<file path="config.mk">
export PLATFORM = sky130hd
export DESIGN_NAME = speaker_control
export DESIGN_NICKNAME = d
export VERILOG_FILES = /design/src/rtl/audio_pkg.sv /design/src/rtl/audio_serializer.sv /design/src/rtl/speaker_control.sv
export SDC_FILE = /design/constraint.sdc
export NUM_CORES = 1
export LEC_CHECK = 0
export ABC_AREA = 1
export BUFFER_PORTS_ARGS = -buffer_cell sky130_fd_sc_hd__buf_2
export CORE_MARGIN = 2
export CORE_UTILIZATION = 60
export DETAILED_ROUTE_END_ITERATION = 7
export PLACE_DENSITY = 0.8
export SLEW_MARGIN = 20
export SYNTH_ARGS = -nofsm -noshare
export SYNTH_HDL_FRONTEND = slang
export SYNTH_SLANG_ARGS = --single-unit
</file>
<file path="constraint.sdc">
create_clock -name clk -period 2.55 [get_ports clk]
set_clock_uncertainty 0.05 [all_clocks]
set_input_delay 0.51 -clock clk [delete_from_list [all_inputs] [get_ports clk]]
set_output_delay 0.51 -clock clk [all_outputs]
set_load 0.005 [all_outputs]
</file>
<file path="src/rtl/audio_pkg.sv">
// Shared widths and sample helpers for the audio path (note mux, tone generator, DAC serializer).
package audio_pkg;
  localparam int NOTE_DIV_W  = 22;
  localparam int SAMPLE_W    = 16;
  localparam int FRAME_CNT_W = 9;
  localparam logic [NOTE_DIV_W-1:0] SILENCE_DIV = 22'd1;

  typedef struct packed {
    logic [SAMPLE_W-1:0] left;
    logic [SAMPLE_W-1:0] right;
  } frame_t;

  function automatic logic [SAMPLE_W-1:0] sq_sample(input logic b, input logic [SAMPLE_W-1:0] vol);
    return b ? vol : (SAMPLE_W'(0) - vol);
  endfunction
endpackage

</file>
<file path="src/rtl/audio_serializer.sv">
// I2S serializer: derives MCLK/SCK/LRCK from one free-running counter and shifts a latched stereo frame.
module audio_serializer
  import audio_pkg::*;
(
  input  logic                clk,
  input  logic                rst,
  input  logic [SAMPLE_W-1:0] left,
  input  logic [SAMPLE_W-1:0] right,
  output logic                audio_mclk,
  output logic                audio_lrck,
  output logic                audio_sck,
  output logic                audio_sdin
);
  logic [FRAME_CNT_W-1:0] r_div_cnt;
  frame_t                 r_frame;
  logic                   r_sdin;
  logic [4:0]             w_slot_nxt;
  logic                   w_bit_nxt;

  assign w_slot_nxt = r_div_cnt[8:4] + 5'd1;
  // Bit index is (32 - slot) mod 32: slot 0 picks bit 0 of the frame still held, i.e. the
  // previous frame's right LSB, since the new frame is latched on that same edge.
  assign w_bit_nxt  = r_frame[5'd0 - w_slot_nxt];

  always_ff @(posedge clk) begin
    if (rst) begin
      r_div_cnt <= '0;
      r_frame   <= '0;
      r_sdin    <= 1'b0;
    end else begin
      r_div_cnt <= r_div_cnt + FRAME_CNT_W'(1);
      if (r_div_cnt == '1)
        r_frame <= '{left: left, right: right};
      if (r_div_cnt[3:0] == 4'hF)
        r_sdin <= w_bit_nxt;
    end
  end

  assign audio_mclk = r_div_cnt[1];
  assign audio_sck  = r_div_cnt[3];
  assign audio_lrck = r_div_cnt[8];
  assign audio_sdin = r_sdin;
endmodule

</file>
<file path="src/rtl/speaker_control.sv">
// Square-wave tone generator driven by note_div, feeding a mono sample to the I2S DAC serializer.
module speaker_control
  import audio_pkg::*;
#(
  parameter logic [SAMPLE_W-1:0] VOLUME = 16'h2000
) (
  input  logic                  clk,
  input  logic                  rst,
  input  logic [NOTE_DIV_W-1:0] note_div,
  output logic                  audio_mclk,
  output logic                  audio_lrck,
  output logic                  audio_sck,
  output logic                  audio_sdin
);
  logic [NOTE_DIV_W-1:0] r_div_q;
  logic [NOTE_DIV_W-1:0] r_tone_cnt;
  logic                  r_b_clk;
  logic [SAMPLE_W-1:0]   w_sample;

  always_ff @(posedge clk) begin
    if (rst) begin
      r_div_q    <= '0;
      r_tone_cnt <= '0;
      r_b_clk    <= 1'b0;
    end else begin
      r_div_q <= note_div;
      // A divisor change restarts at phase 0 and beats a coincident terminal count.
      if (note_div != r_div_q || r_div_q <= SILENCE_DIV) begin
        r_tone_cnt <= '0;
        r_b_clk    <= 1'b0;
      end else if (r_tone_cnt == r_div_q - NOTE_DIV_W'(1)) begin
        r_tone_cnt <= '0;
        r_b_clk    <= ~r_b_clk;
      end else begin
        r_tone_cnt <= r_tone_cnt + NOTE_DIV_W'(1);
      end
    end
  end

  assign w_sample = (r_div_q <= SILENCE_DIV) ? '0 : sq_sample(r_b_clk, VOLUME);

  audio_serializer u_ser (
    .clk        (clk),
    .rst        (rst),
    .left       (w_sample),
    .right      (w_sample),
    .audio_mclk (audio_mclk),
    .audio_lrck (audio_lrck),
    .audio_sck  (audio_sck),
    .audio_sdin (audio_sdin)
  );
endmodule

</file>
Word-level counts from Yosys, hierarchy flattened
Cells that the tools add are included.
- bits in registers: 71
- output and inout bits: 4
- logic and storage cells: 25
- $add $sub $neg: 5
- magnitude comparators: 2
- equal/unequal tests: 4
- muxes and demuxes: 4
- bitwise gates (word level): 1
- reductions and logical operators: 3
- operators by type and width (operator ; number):
    two-way mux 16 bit ; 2
    adder 22 x 1 -> 22 bit, second input constant ; 1
    equality test 22 bit ; 1
    less-or-equal comparator 22 x 1 -> 1 bit, second input constant ; 1
    inequality test 22 bit ; 1
    subtractor 22 x 1 -> 22 bit, second input constant ; 1
    adder 9 x 1 -> 9 bit, second input constant ; 1
    equality test 9 bit, second input constant ; 1
    < comparator 5 x 6 -> 1 bit, second input constant ; 1
    adder 5 x 1 -> 5 bit, second input constant ; 1
    binary-select mux 1 bit (select 5 bit) ; 1
    subtractor 1 x 5 -> 5 bit, first input constant ; 1
    equality test 4 bit, second input constant ; 1
    OR reduction 3 bit ; 1
    OR reduction 2 bit ; 1
    logical OR 1 bit ; 1
    two-way mux 1 bit ; 1
    NOT 1 bit ; 1

Depth between registers and ports, before layout
Gate-level depths: netlist of the first run.
- depth after elaboration: 4
- gate-level depth with buffers: 16
- gate-level depth less buffers: 15

By module
From an unflattened synthesis of the first run, not the netlist that was laid out.
- cell total of the unflattened synthesis: 711
- area, all modules: 4879.7 um^2
- by module, submodules not included (module ; times used ; cells an instance ; area each (um^2) ; sequential area each (um^2)):
    speaker_control ; 1 ; 455 ; 2987.9 ; 900.9
    audio_serializer ; 1 ; 256 ; 1891.8 ; 840.8

Least setup slack after synthesis of the first run
OpenSTA, ideal clock, no wires.
- path type: register to register
- start: register r_div_q[0]
- end: register r_tone_cnt[6]
- library setup time: 121 ps
- arrival time: 1853 ps
- data required time: 2379 ps
- setup slack: 526 ps
- stages on the path, launching flop included: 15
- clock period less this slack: 2024 ps
- path through: dfxtp_1 > inv_2 > ha_1 > nand2_4 > nor2_8 > nand3_1 > nand2_1 > nand2_1 > nor2_1 > nand2_1 > nor2_4 > nand3_4 > nand2_4 > buf_12 > nor2_4
- longest elaborated chain between the ends: 3
- elaborated cells between the ends (all ways): 6
- ends and longest elaborated chain (what ; RTL line ; RTL):
    from (decl) ; speaker_control.sv:15 ; logic [NOTE_DIV_W-1:0] r_div_q;
    from (signal assigned) ; speaker_control.sv:26 ; r_div_q <= note_div;
    subtractor 22 x 1 -> 22 bit, or another cell as far along ; speaker_control.sv:31 ; end else if (r_tone_cnt == r_div_q - NOTE_DIV_W'(1)) begin
    equality test 22 bit or logical OR 1 bit (tied branches) ; speaker_control.sv:31, speaker_control.sv:28 ;
    OR reduction 3 bit (no source line) (*) ; n/a ;
    to (signal assigned) ; speaker_control.sv:35 ; r_tone_cnt <= r_tone_cnt + NOTE_DIV_W'(1);
    to (decl) ; speaker_control.sv:16 ; logic [NOTE_DIV_W-1:0] r_tone_cnt;
Mark *: on every way between the ends. The rest lies on a longest branch, timed or not.
A chain may end at the register's enable or synchronous reset.

Worst setup path in the final report of the first run
- start: register r_div_q[1]
- end: register r_tone_cnt[1]
Same word-level chain as after synthesis.

==> metrics.md, run 1 <==
| Metric | Value |
|---|---|
| Worst-margin pin slew | `0.497 ns` |
| Largest net degree at the start of global routing | `28` |
| Synth Area per Inst | `6.66 um^2` |
| Antenna Violating Nets Remaining | `0` |
| Leakage | `1.96 nW` |
| GP Congestion | `0.906` |
| Top cells by area, synth | `dfxtp_1 (30%), nand2_1 (13%), inv_1 (8.9%)` |
| I/O Buffers | `27` |
| Drt wl/cell | `12.6 um` |
| Die Y-Extent | `83.1 um` |
| VDD IR max | `454 uV` |
| Worst Path Required | `2.72 ns` |
| Tcrit/Tclk final | `88.1%` |
| CTS Sinks | `57` |
| Via count | `3486` |
| Power density cells | `527 nW/um^2` |
| Yosys top cell by area | `dfxtp_1` |
| Layout area overhead | `11.6%` |
| Number of fill cells | `507` |
| Fin util | `69.9%` |
| CP arrival | `2.42 ns` |
| TritonCTS clock tree | `built` |
| Cell count after synthesis | `563` |
| First-pass DRT Iterations | `5` |
| First-pass GRT wire length | `14700 um` |
| Clk buf depth | `2` |
| Slew headroom | `66.8%` |
| Synth top cells by count | `nand2_1 (133), inv_1 (89), nor2_1 (88)` |
| Syn_nets | `592` |
| Post-synth EDFFs | `0` |
| Initial core utilization | `62.6%` |
| Startpoint types | `register` |
| Mapped Area | `3750 um^2` |
| Post-detailed-route via-to-cell ratio | `5.14` |
| Total negative slack | `0 ns` |
| DP Area | `3950 um^2` |
| Most frequent cell after synthesis | `nand2_1` |
| H-tree Lvls | `3` |
| Die area | `6900 um^2` |
| Num CTS Buffers | `9` |
| Post-synth cell types | `37` |
| Type of the tightest min-delay check | `in2reg` |
| Synth top area share | `30.4%` |
| Max-Cap Viols | `0` |
| Initial antenna violation count | `0` |
| Total Nets Final | `627` |
| Total core area | `5990 um^2` |
| Unrepaired setup endpoints after global routing | `no` |
| Synth warn | `0` |
| Layout cells sized above 1 | `15.8%` |
| Final WL | `8570 um` |
| Initial DRC Count | `222` |
| Max Slew Vio Count | `0` |
| Post-CTS setup buffers | `0` |
| Synth Flop Type | `dfxtp_1` |
| Fmax | `445 MHz` |
| Grt ovf | `0` |
| Residual DRC | `0` |
| Total track usage | `26.4%` |
| I/O pins | `28` |
| Die W | `83.1 um` |
| # setup viols final | `0` |
| Detailed Place HPWL | `6700 um` |
| Ant. Diodes | `0` |
| CTS root buf | `clkbuf_8` |
| Clk Latency, worst-skew pair | `0.34 ns` |
| Vias in the first global route | `3349` |
| Post-route minimum period | `2.25 ns` |
| Crit Path Max Fanout | `18` |
| Number of synthesized register bits | `57` |
| Sequential area share after synthesis | `30.4%` |
| Setup Crit Path Kind | `reg2reg` |
| FP Rows | `28` |
| Clock transition at path regs | `0.07 ns` |
| Count of final hold-check violations | `0` |
| CP endpoint kind | `register` |
| Status | `finished clean` |
| Synth async-reset ratio | `0%` |
| Cell area after layout | `4190 um^2` |
## worst paths after layout
path | from | to | slack, ns | depth (start not counted)
max reg2reg | r_div_q[1] | r_tone_cnt[1] | 0.30 | 13
min | note_div[6] | r_div_q[6] | 0.33 | 3
min reg2reg | u_ser.r_div_cnt[0] | u_ser.r_div_cnt[0] | 0.40 | 1
max | r_div_q[1] | r_tone_cnt[1] | 0.30 | 13
## repair_timing
action / 4_1_cts / 5_1_grt
hold buffers: 0 / 0
resized for setup: 0 / 1
setup endpoints to repair: 0 / 11
## critical path, stage by stage (launching register included)
cell and delay [ns]:
dfxtp_1 0.33, inv_1 0.12, ha_1 0.30, nand2_4 0.12, nor2_8 0.18, nand2_1 0.09, nand3_1 0.12, nand2_1 0.07
nor2_1 0.08, nand2_1 0.09, nor2_4 0.13, nand3_4 0.13, nand2_8 0.22, nor2_1 0.08
## layer usage
layer  vias up  wire, um  track usage [%]
li1       1829         -                -
met3        11       503             6.06
met2        98      3990             43.9
met1      1548      3980             33.6
met4         0        98             9.09
met5         -         0                0
## area by class of cell
cell class / count / area (um^2) / share of cell area [%]
clock buffers: 11 / 151 / 3.62
multi-input cells: 406 / 2220 / 52.9
inverters: 95 / 357 / 8.52
clock inverters: 5 / 77.6 / 1.85
well taps: 75 / 93.8 / 2.24
repair buffers: 29 / 150 / 3.59
flip-flops and latches: 57 / 1140 / 27.2
## kinds of logic after synthesis
logic type | count (synthesis) | synth area share, %
fa+ha+maj | 5 | 1.67
xor+xnor | 35 | 8.17
compound gates | 33 | 4.87
simple gates | 333 | 44.1
flops | 57 | 30.4
buf+inv | 100 | 10.7
## layout by cell type, fill, tap and decap left out, drive strengths merged, types with 7 or more instances in the layout
cell type	synthesis	final
nor2	113	113
nand3b	7	7
buf	3	29
nor3	9	9
nand3	40	40
a21oi	16	16
nand4	17	17
o21ai	9	9
dfxtp	57	57
xnor2	14	14
xor2	21	21
inv	95	95
nand2	142	142
clkbuf	2	11
## registers in the layout, summed over array words and instances (netlist names)
name and cells:
u_ser.r_div_cnt 9, r_tone_cnt 22, u_ser.r_frame 2, r_b_clk 1, r_div_q 22, u_ser.audio_sdin 1
## through the flow
step / hold WS (ns) / worst slack, ns / instances / power [mW]
global placement: 0.377 / 0.299 / 662 / 1.25
global route: 0.337 / 0.0263 / 678 / 2.30
detailed placement: 0.391 / 0.182 / 662 / 1.25
CTS: 0.328 / 0.182 / 678 / 2.22
finish: 0.333 / 0.303 / 678 / 2.21
floorplan: 0.367 / 0.526 / 563 / 1.18
## power by group
| group | total (mW) | switching [mW] | internal [mW] |
|---|---|---|---|
| combinational | 0.294 | 0.187 | 0.108 |
| clock | 0.968 | 0.369 | 0.600 |
| sequential | 0.946 | 0.0326 | 0.913 |
| total | 2.21 | 0.588 | 1.62 |
Note: power is estimated with default switching activity, not from simulation.
==> inputs of run 2 (changes only) <==
--- a/config.mk
+++ b/config.mk
@@ -5,7 +5,6 @@
 export SDC_FILE = /design/constraint.sdc
 export NUM_CORES = 1
 export LEC_CHECK = 0
-export ABC_AREA = 1
 export BUFFER_PORTS_ARGS = -buffer_cell sky130_fd_sc_hd__buf_2
 export CORE_MARGIN = 2
 export CORE_UTILIZATION = 60
==> run 2 against run 1 <==
Compared with the run above:
- the run now ends with setup timing left
- sequential share of layout area is 1.0 points higher
- clock power is 0.9% lower
- core utilization is 4.4 points higher
- setup slack worse by 0.39 ns
- non-clock buffer count is 28 higher
==> metrics.md, run 2 <==
| Metric | Value |
|---|---|
| Status | `complete, but fails checks (was finished clean)` |
| Violated checks | `setup timing` |
| Synth top area share | `34.3% (was 30.4%)` |
| Synth warn | `0 (unchanged)` |
| Initial core utilization | `61.2% (was 62.6%)` |
| Unrepaired setup endpoints after global routing | `yes (was no)` |
| Tcrit/Tclk final | `103% (was 88.1%)` |
| Vias in the first global route | `2816 (was 3349)` |
| Startpoint types | `register (unchanged)` |
| Total negative slack | `-1.76 ns (was 0 ns)` |
| Max-Cap Viols | `0 (unchanged)` |
| Hold-fix buffers, CTS | `0 (unchanged)` |
| FP Rows | `27 (was 28)` |
| CP arrival | `2.86 ns (was 2.42 ns)` |
| Syn_nets | `395 (was 592)` |
| Die W | `78.5 um (was 83.1 um)` |
| Num CTS Buffers | `9 (unchanged)` |
| Fmax | `379 MHz (was 445 MHz)` |
| Detailed Place HPWL | `5590 um (was 6700 um)` |
| Commonest cells after routing, fill and taps aside | `dfxtp_1 (55), xnor2_1 (38), xor2_1 (33) (was nand2_1 (133), inv_1 (89), nor2_1 (88))` |
| Crit Path Max Fanout | `5 (was 18)` |
| Post-route minimum period | `2.64 ns (was 2.25 ns)` |
| VDD IR max | `437 uV (was 454 uV)` |
| Residual DRC | `0 (unchanged)` |
| Post-synth EDFFs | `0 (unchanged)` |
| Largest net degree at the start of global routing | `35 (was 28)` |
| TritonCTS clock tree | `built (unchanged)` |
| Synth Flop Type | `dfxtp_1 (unchanged)` |
| Sequential area share after synthesis | `34.3% (was 30.4%)` |
| Leakage | `1.45 nW (was 1.96 nW)` |
| Yosys top cell by area | `dfxtp_1 (unchanged)` |
| Synth top cells by count | `dfxtp_1 (57), xnor2_1 (38), xor2_1 (33) (was nand2_1 (133), inv_1 (89), nor2_1 (88))` |
| Drt wl/cell | `16.2 um (was 12.6 um)` |
| Hold WS | `0.359 ns (was 0.333 ns)` |
| I/O Buffers | `27 (unchanged)` |
| Type of the tightest min-delay check | `in2reg (unchanged)` |
| # setup viols final | `23 (was 0)` |
| Top cells by area, synth | `dfxtp_1 (34%), xnor2_1 (10%), xor2_1 (8.7%) (was dfxtp_1 (30%), nand2_1 (13%), inv_1 (8.9%))` |
| Commonest non-fill, non-tap cell in the layout | `dfxtp_1 (was nand2_1)` |
| Grt ovf | `0 (unchanged)` |
| Slew headroom | `71.1% (was 66.8%)` |
| CP endpoint kind | `register (unchanged)` |
| First-pass DRT Iterations | `4 (was 5)` |
| Mapped Area | `3330 um^2 (was 3750 um^2)` |
| GP Congestion | `0.945 (was 0.906)` |
| Layout cells sized above 1 | `28.2% (was 15.8%)` |
| Final WL | `8030 um (was 8570 um)` |
| Min setup slack post-route | `-0.0881 ns (was 0.303 ns)` |
| Total Nets Final | `446 (was 627)` |
| Synth Area per Inst | `9.09 um^2 (was 6.66 um^2)` |
| Cell count after synthesis | `366 (was 563)` |
| CTS root buf | `clkbuf_8 (unchanged)` |
| Number of synthesized register bits | `57 (unchanged)` |
| Synth async-reset ratio | `0% (unchanged)` |
| Fin util | `74.4% (was 69.9%)` |
| Cell area after layout | `4040 um^2 (was 4190 um^2)` |
| Worst-margin pin slew | `0.430 ns (was 0.497 ns)` |
| Post-detailed-route via-to-cell ratio | `5.82 (was 5.14)` |
| Top Registers | `r_div_q (22), r_tone_cnt (22), u_ser.r_div_cnt (9) (unchanged)` |
| Number of fill cells | `405 (was 507)` |
| Clk Latency, worst-skew pair | `0.34 ns (about the same)` |
| Antenna Violating Nets Remaining | `0 (unchanged)` |
| Worst Path Required | `2.77 ns (was 2.72 ns)` |
| Total track usage | `26.7% (was 26.4%)` |
| Die Y-Extent | `78.5 um (was 83.1 um)` |
| Count of final hold-check violations | `0 (unchanged)` |
| H-tree Lvls | `3 (unchanged)` |
| Layout area overhead | `21.5% (was 11.6%)` |
| Most frequent cell after synthesis | `dfxtp_1 (was nand2_1)` |
| Initial antenna violation count | `0 (unchanged)` |
| Power density cells | `544 nW/um^2 (was 527 nW/um^2)` |
| First-pass GRT wire length | `12800 um (was 14700 um)` |
| Via count | `2873 (was 3486)` |
| Setup Crit Path Kind | `reg2reg (unchanged)` |
| Max Slew Vio Count | `0 (unchanged)` |
| Clk buf depth | `2 (unchanged)` |
| CTS Sinks | `57 (unchanged)` |
| Total core area | `5440 um^2 (was 5990 um^2)` |
| Initial DRC Count | `177 (was 222)` |
| Clock transition at path regs | `0.07 ns (about the same)` |
| Placement Setup Slack | `-0.0840 ns (was 0.182 ns)` |
| DP Area | `3760 um^2 (was 3950 um^2)` |
| Post-synth cell types | `50 (was 37)` |
| Die area | `6160 um^2 (was 6900 um^2)` |
| I/O pins | `28 (unchanged)` |
| Ant. Diodes | `0 (unchanged)` |
==> run 2: cell count changes after synthesis, moves of 12 or more <==
cell / previous run / this run
nor2_1: 88 / 26
inv_1: 89 / 5
clkbuf_1: 2 / 14
nand2_1: 133 / 22
nor3_2: 2 / 21
xor2_1: 21 / 33
nor2_4: 15 / 0
xnor2_1: 14 / 38
nand3_1: 37 / 14
nor2b_1: 0 / 28
==> run 2: per-layer routing <==
layer	track usage, %	vias up	part of all wire, %
met2	41.2	91	46
met4	15.1	0	3.8
met1	34.5	1362	45
met5	0	-	0
li1	-	1393	-
met3	5.75	27	5.1
==> run 2: final timing paths <==
kind	slack (ns)	endpoint	startpoint	depth (start not counted)
max	-0.09	r_b_clk	r_div_q[2]	7
min	0.36	r_div_q[3]	note_div[3]	2
max reg2reg	-0.09	r_b_clk	r_div_q[2]	7
min reg2reg	0.42	u_ser.r_div_cnt[0]	u_ser.r_div_cnt[0]	1
==> run 2: logic make-up after synthesis <==
logic type | share of synthesized area, %
adder cells (fa/ha/maj) | 1.88
buffers and inverters | 3.27
XOR/XNOR | 18.7
flip-flops | 34.3
AND/OR/NAND/NOR | 34.5
AO/OA/AOI/OAI | 6.43
multiplexers | 0.903
==> run 2: area by class of cell <==
type	instances	area [um^2]	share of cell area, %
clock inverter	7	101	2.51
clock buffer	9	124	3.06
inverter	5	18.8	0.464
multi-input combinational	287	2180	53.9
timing repair buffer	57	385	9.53
tap	72	90.1	2.23
sequential	57	1140	28.3
==> run 2: worst max-delay path: stages, from the launching register on <==
cell	delay, ns
dfxtp_2	0.35
or4_4	0.60
nor4b_4	0.28
o22ai_2	0.13
a2111oi_4	0.38
nand3_1	0.15
or4_4	0.50
a21oi_2	0.14
==> run 2: repair_timing <==
action | in CTS | in global routing
buffers inserted | 0 | 0
endpoints found under the hold margin | 0 | 0
cloned | 1 | 0
pin swaps | 0 | 0
setup endpoints to repair | 23 | 23
gates resized for setup | 1 | 6
==> run 2: where the power goes <==
part	leakage [nW]	switching (mW)	internal (mW)	total, mW
logic	0.874	0.151	0.144	0.295
registers	0.466	0.0311	0.913	0.944
clock network	0.106	0.401	0.558	0.959
total	1.45	0.584	1.61	2.20
==> run 2: metrics by stage <==
| stage | instances | power (mW) |
|---|---|---|
| after CTS | 494 | 2.20 |
| after floorplan | 366 | 1.14 |
| final | 494 | 2.20 |
| after global placement | 477 | 1.23 |
| after global routing | 494 | 2.28 |
| after detailed placement | 477 | 1.24 |
==> inputs of run 3 (changes only) <==
--- a/config.mk
+++ b/config.mk
@@ -6,10 +6,11 @@
 export NUM_CORES = 1
 export LEC_CHECK = 0
 export BUFFER_PORTS_ARGS = -buffer_cell sky130_fd_sc_hd__buf_2
+export CAP_MARGIN = 20
 export CORE_MARGIN = 2
-export CORE_UTILIZATION = 60
+export CORE_UTILIZATION = 50
 export DETAILED_ROUTE_END_ITERATION = 7
-export PLACE_DENSITY = 0.8
+export PLACE_DENSITY = 0.69
 export SLEW_MARGIN = 20
 export SYNTH_ARGS = -nofsm -noshare
 export SYNTH_HDL_FRONTEND = slang
==> run 3 against run 2 <==
Compared with the run above:
- the flow still finishes with violations (setup timing)
- global-route usage shrank 4.0 points
- setup slack lost 0.034 ns
- sequential power about the same
- count of clock-buffer cells in the layout is the same
- design area grew 1.3%
- sequential share of layout area decreased by 0.32 points
- routed wire length is 0.30% higher
- power grew 0.18%
- clock power hardly changed
- via count down 2.1%
- highest routed layer unchanged
==> metrics.md, run 3 (synthesized netlist as in run 2, its figures left out) <==
| Metric | Value |
|---|---|
| NetSw | `0.582 mW (was 0.584 mW)` |
| Crit Path Max Fanout | `9 (was 5)` |
| Detailed Place HPWL | `5750 um (was 5590 um)` |
| Num CTS Buffers | `9 (unchanged)` |
| Unrepaired setup endpoints after global routing | `yes (unchanged)` |
| Status | `complete, but fails checks (unchanged)` |
| Layout cells sized above 1 | `29.4% (was 28.2%)` |
| CTS Sinks | `57 (unchanged)` |
| Cell area after layout | `4100 um^2 (was 4040 um^2)` |
| Worst-margin pin slew | `0.420 ns (was 0.430 ns)` |
| Post-detailed-route via-to-cell ratio | `5.61 (was 5.82)` |
| Number of fill cells | `555 (was 405)` |
| CP arrival | `2.90 ns (was 2.86 ns)` |
| Ant. Diodes | `0 (unchanged)` |
| Setup Crit Path Kind | `reg2reg (unchanged)` |
| Tcrit/Tclk final | `105% (was 103%)` |
| Max-Cap Viols | `0 (unchanged)` |
| Reg2Reg Depth | `8 (was 7)` |
| Vias in the first global route | `2749 (was 2816)` |
| I/O pins | `28 (unchanged)` |
| Min setup slack post-route | `-0.122 ns (was -0.0881 ns)` |
| First-pass GRT wire length | `12900 um (was 12800 um)` |
| Layout area overhead | `23.1% (was 21.5%)` |
| Initial DRC Count | `117 (was 177)` |
| Reg-to-reg setup timing slack | `-0.12 ns (was -0.09 ns)` |
| Placement Setup Slack | `-0.114 ns (was -0.0840 ns)` |
| Slew headroom | `71.7% (was 71.1%)` |
| Initial antenna violation count | `0 (unchanged)` |
| Power density cells | `538 nW/um^2 (was 544 nW/um^2)` |
| Startpoint types | `register (unchanged)` |
| Clk Latency, worst-skew pair | `0.34 ns (about the same)` |
| DP Area | `3790 um^2 (was 3760 um^2)` |
| Clock network power share | `43.5% (was 43.6%)` |
| Max Slew Vio Count | `0 (unchanged)` |
| FP Rows | `29 (was 27)` |
| Residual DRC | `0 (unchanged)` |
| Antenna Violating Nets Remaining | `0 (unchanged)` |
| Initial core utilization | `52.1% (was 61.2%)` |
| Total track usage | `22.7% (was 26.7%)` |
| # setup viols final | `23 (unchanged)` |
| Largest net degree at the start of global routing | `35 (unchanged)` |
| Total negative slack | `-2.06 ns (was -1.76 ns)` |
| Violated checks | `setup timing (unchanged)` |
| Grt ovf | `0 (unchanged)` |
| Hold path startpoint | `note_div[4] (was note_div[3])` |
| Die W | `85.6 um (was 78.5 um)` |
| Total core area | `6390 um^2 (was 5440 um^2)` |
| First-pass DRT Iterations | `4 (unchanged)` |
| Power share of the combinational group | `13.7% (was 13.4%)` |
| Type of the tightest min-delay check | `in2reg (unchanged)` |
| Hold-fix buffers, CTS | `0 (unchanged)` |
| Drt wl/cell | `16.0 um (was 16.2 um)` |
| Final WL | `8050 um (was 8030 um)` |
| I/O Buffers | `27 (unchanged)` |
| CP endpoint kind | `register (unchanged)` |
| Worst Path Required | `2.78 ns (was 2.77 ns)` |
| Count of final hold-check violations | `0 (unchanged)` |
| Total Nets Final | `449 (was 446)` |
| Commonest non-fill, non-tap cell in the layout | `dfxtp_1 (unchanged)` |
| Leakage | `1.47 nW (was 1.45 nW)` |
| Sw Share | `26.4% (was 26.5%)` |
| R2r endpoint | `r_b_clk (unchanged)` |
| Fmax | `374 MHz (was 379 MHz)` |
| TritonCTS clock tree | `built (unchanged)` |
| Die area | `7320 um^2 (was 6160 um^2)` |
| H-tree Lvls | `3 (unchanged)` |
| Pint | `1.62 mW (was 1.61 mW)` |
| Commonest cells after routing, fill and taps aside | `dfxtp_1 (54), xnor2_1 (38), xor2_1 (33) (was dfxtp_1 (55), xnor2_1 (38), xor2_1 (33))` |
| Die Y-Extent | `85.6 um (was 78.5 um)` |
| VDD IR max | `538 uV (was 437 uV)` |
| Clk buf depth | `2 (unchanged)` |
| GP Congestion | `0.860 (was 0.945)` |
| CTS root buf | `clkbuf_8 (unchanged)` |
| Hold Path Depth | `2 (unchanged)` |
| Reg2reg start | `r_div_q[2] (unchanged)` |
| Hold Path Sink | `r_div_q[4] (was r_div_q[3])` |
| Top Registers | `r_div_q (22), r_tone_cnt (22), u_ser.r_div_cnt (9) (unchanged)` |
| Fin util | `64.1% (was 74.4%)` |
| Post-route minimum period | `2.67 ns (was 2.64 ns)` |
| Sequential power share | `42.9% (about the same)` |
| Via count | `2814 (was 2873)` |
| Clock transition at path regs | `0.07 ns (about the same)` |
## run 3: changes by cell type in the layout (fill, tap and decap cells not counted), sizes merged
| cell | delta |
|---|---|
| buf | +4 |
| clkinv | +3 |
| clkinvlp | -2 |
| inv | -1 |
| or4 | -1 |
## run 3: power groups by stage
stage / Sequential [mW] / Clock, mW / Combinational, mW
CTS: 0.940 / 0.976 / 0.293
detailed placement: 0.959 / 0 / 0.284
finish: 0.944 / 0.957 / 0.301
floorplan: 0.955 / 0 / 0.180
global placement: 0.959 / 0 / 0.280
global route: 0.945 / 1.01 / 0.329
## run 3: worst max-delay path by stage
| stage | cells past startpoint | end | slack [ns] | start |
|---|---|---|---|---|
| after global placement | 8 | r_tone_cnt[1] | -0.08 | r_div_q[2] |
| after global routing | 8 | r_tone_cnt[1] | -0.24 | r_div_q[2] |
| after floorplan | 11 | r_tone_cnt[12] | 0.002 | r_div_q[0] |
| after detailed placement | 8 | r_tone_cnt[1] | -0.11 | r_div_q[2] |
| final | 8 | r_b_clk | -0.12 | r_div_q[2] |
| after CTS | 10 | r_tone_cnt[1] | -0.06 | r_div_q[2] |
## run 3: per-layer routing
layer  vias up  track usage (%)  routed length, um
met1      1339             30.2               3750
li1       1396                -                  -
met4         0             8.08                125
met2        66             36.1               3770
met5         -                0                  0
met3        13             5.29                398
## run 3: per-stage QoR
step | power [mW] | hold WS, ns | std cells
global route | 2.29 | 0.355 | 502
finish | 2.20 | 0.349 | 502
CTS | 2.21 | 0.340 | 501
floorplan | 1.14 | 0.361 | 366
detailed placement | 1.24 | 0.386 | 485
global placement | 1.24 | 0.375 | 485
## run 3: what timing repair did
action	CTS	global route
buffers inserted	0	1
pin swaps	2	1
resized for setup	9	3
gates cloned	0	0
setup endpoints to repair	23	23
## run 3: critical path: stages, from the launching register on
cell,delay (ns)
dfxtp_2,0.33
or4_4,0.61
buf_4,0.18
o31ai_4,0.27
and4b_1,0.29
nor3_4,0.06
o21bai_1,0.17
or4_1,0.51
a21oi_1,0.14
## run 3: area by class of cell
cell class	count	area, um^2	share of cell area (%)
multi-input combinational	286	2190	53.5
sequential	57	1140	28.0
timing repair buffer	61	415	10.1
clock buffer	9	124	3.02
clock inverter	7	104	2.54
tap	77	96.3	2.35
inverter	5	18.8	0.458
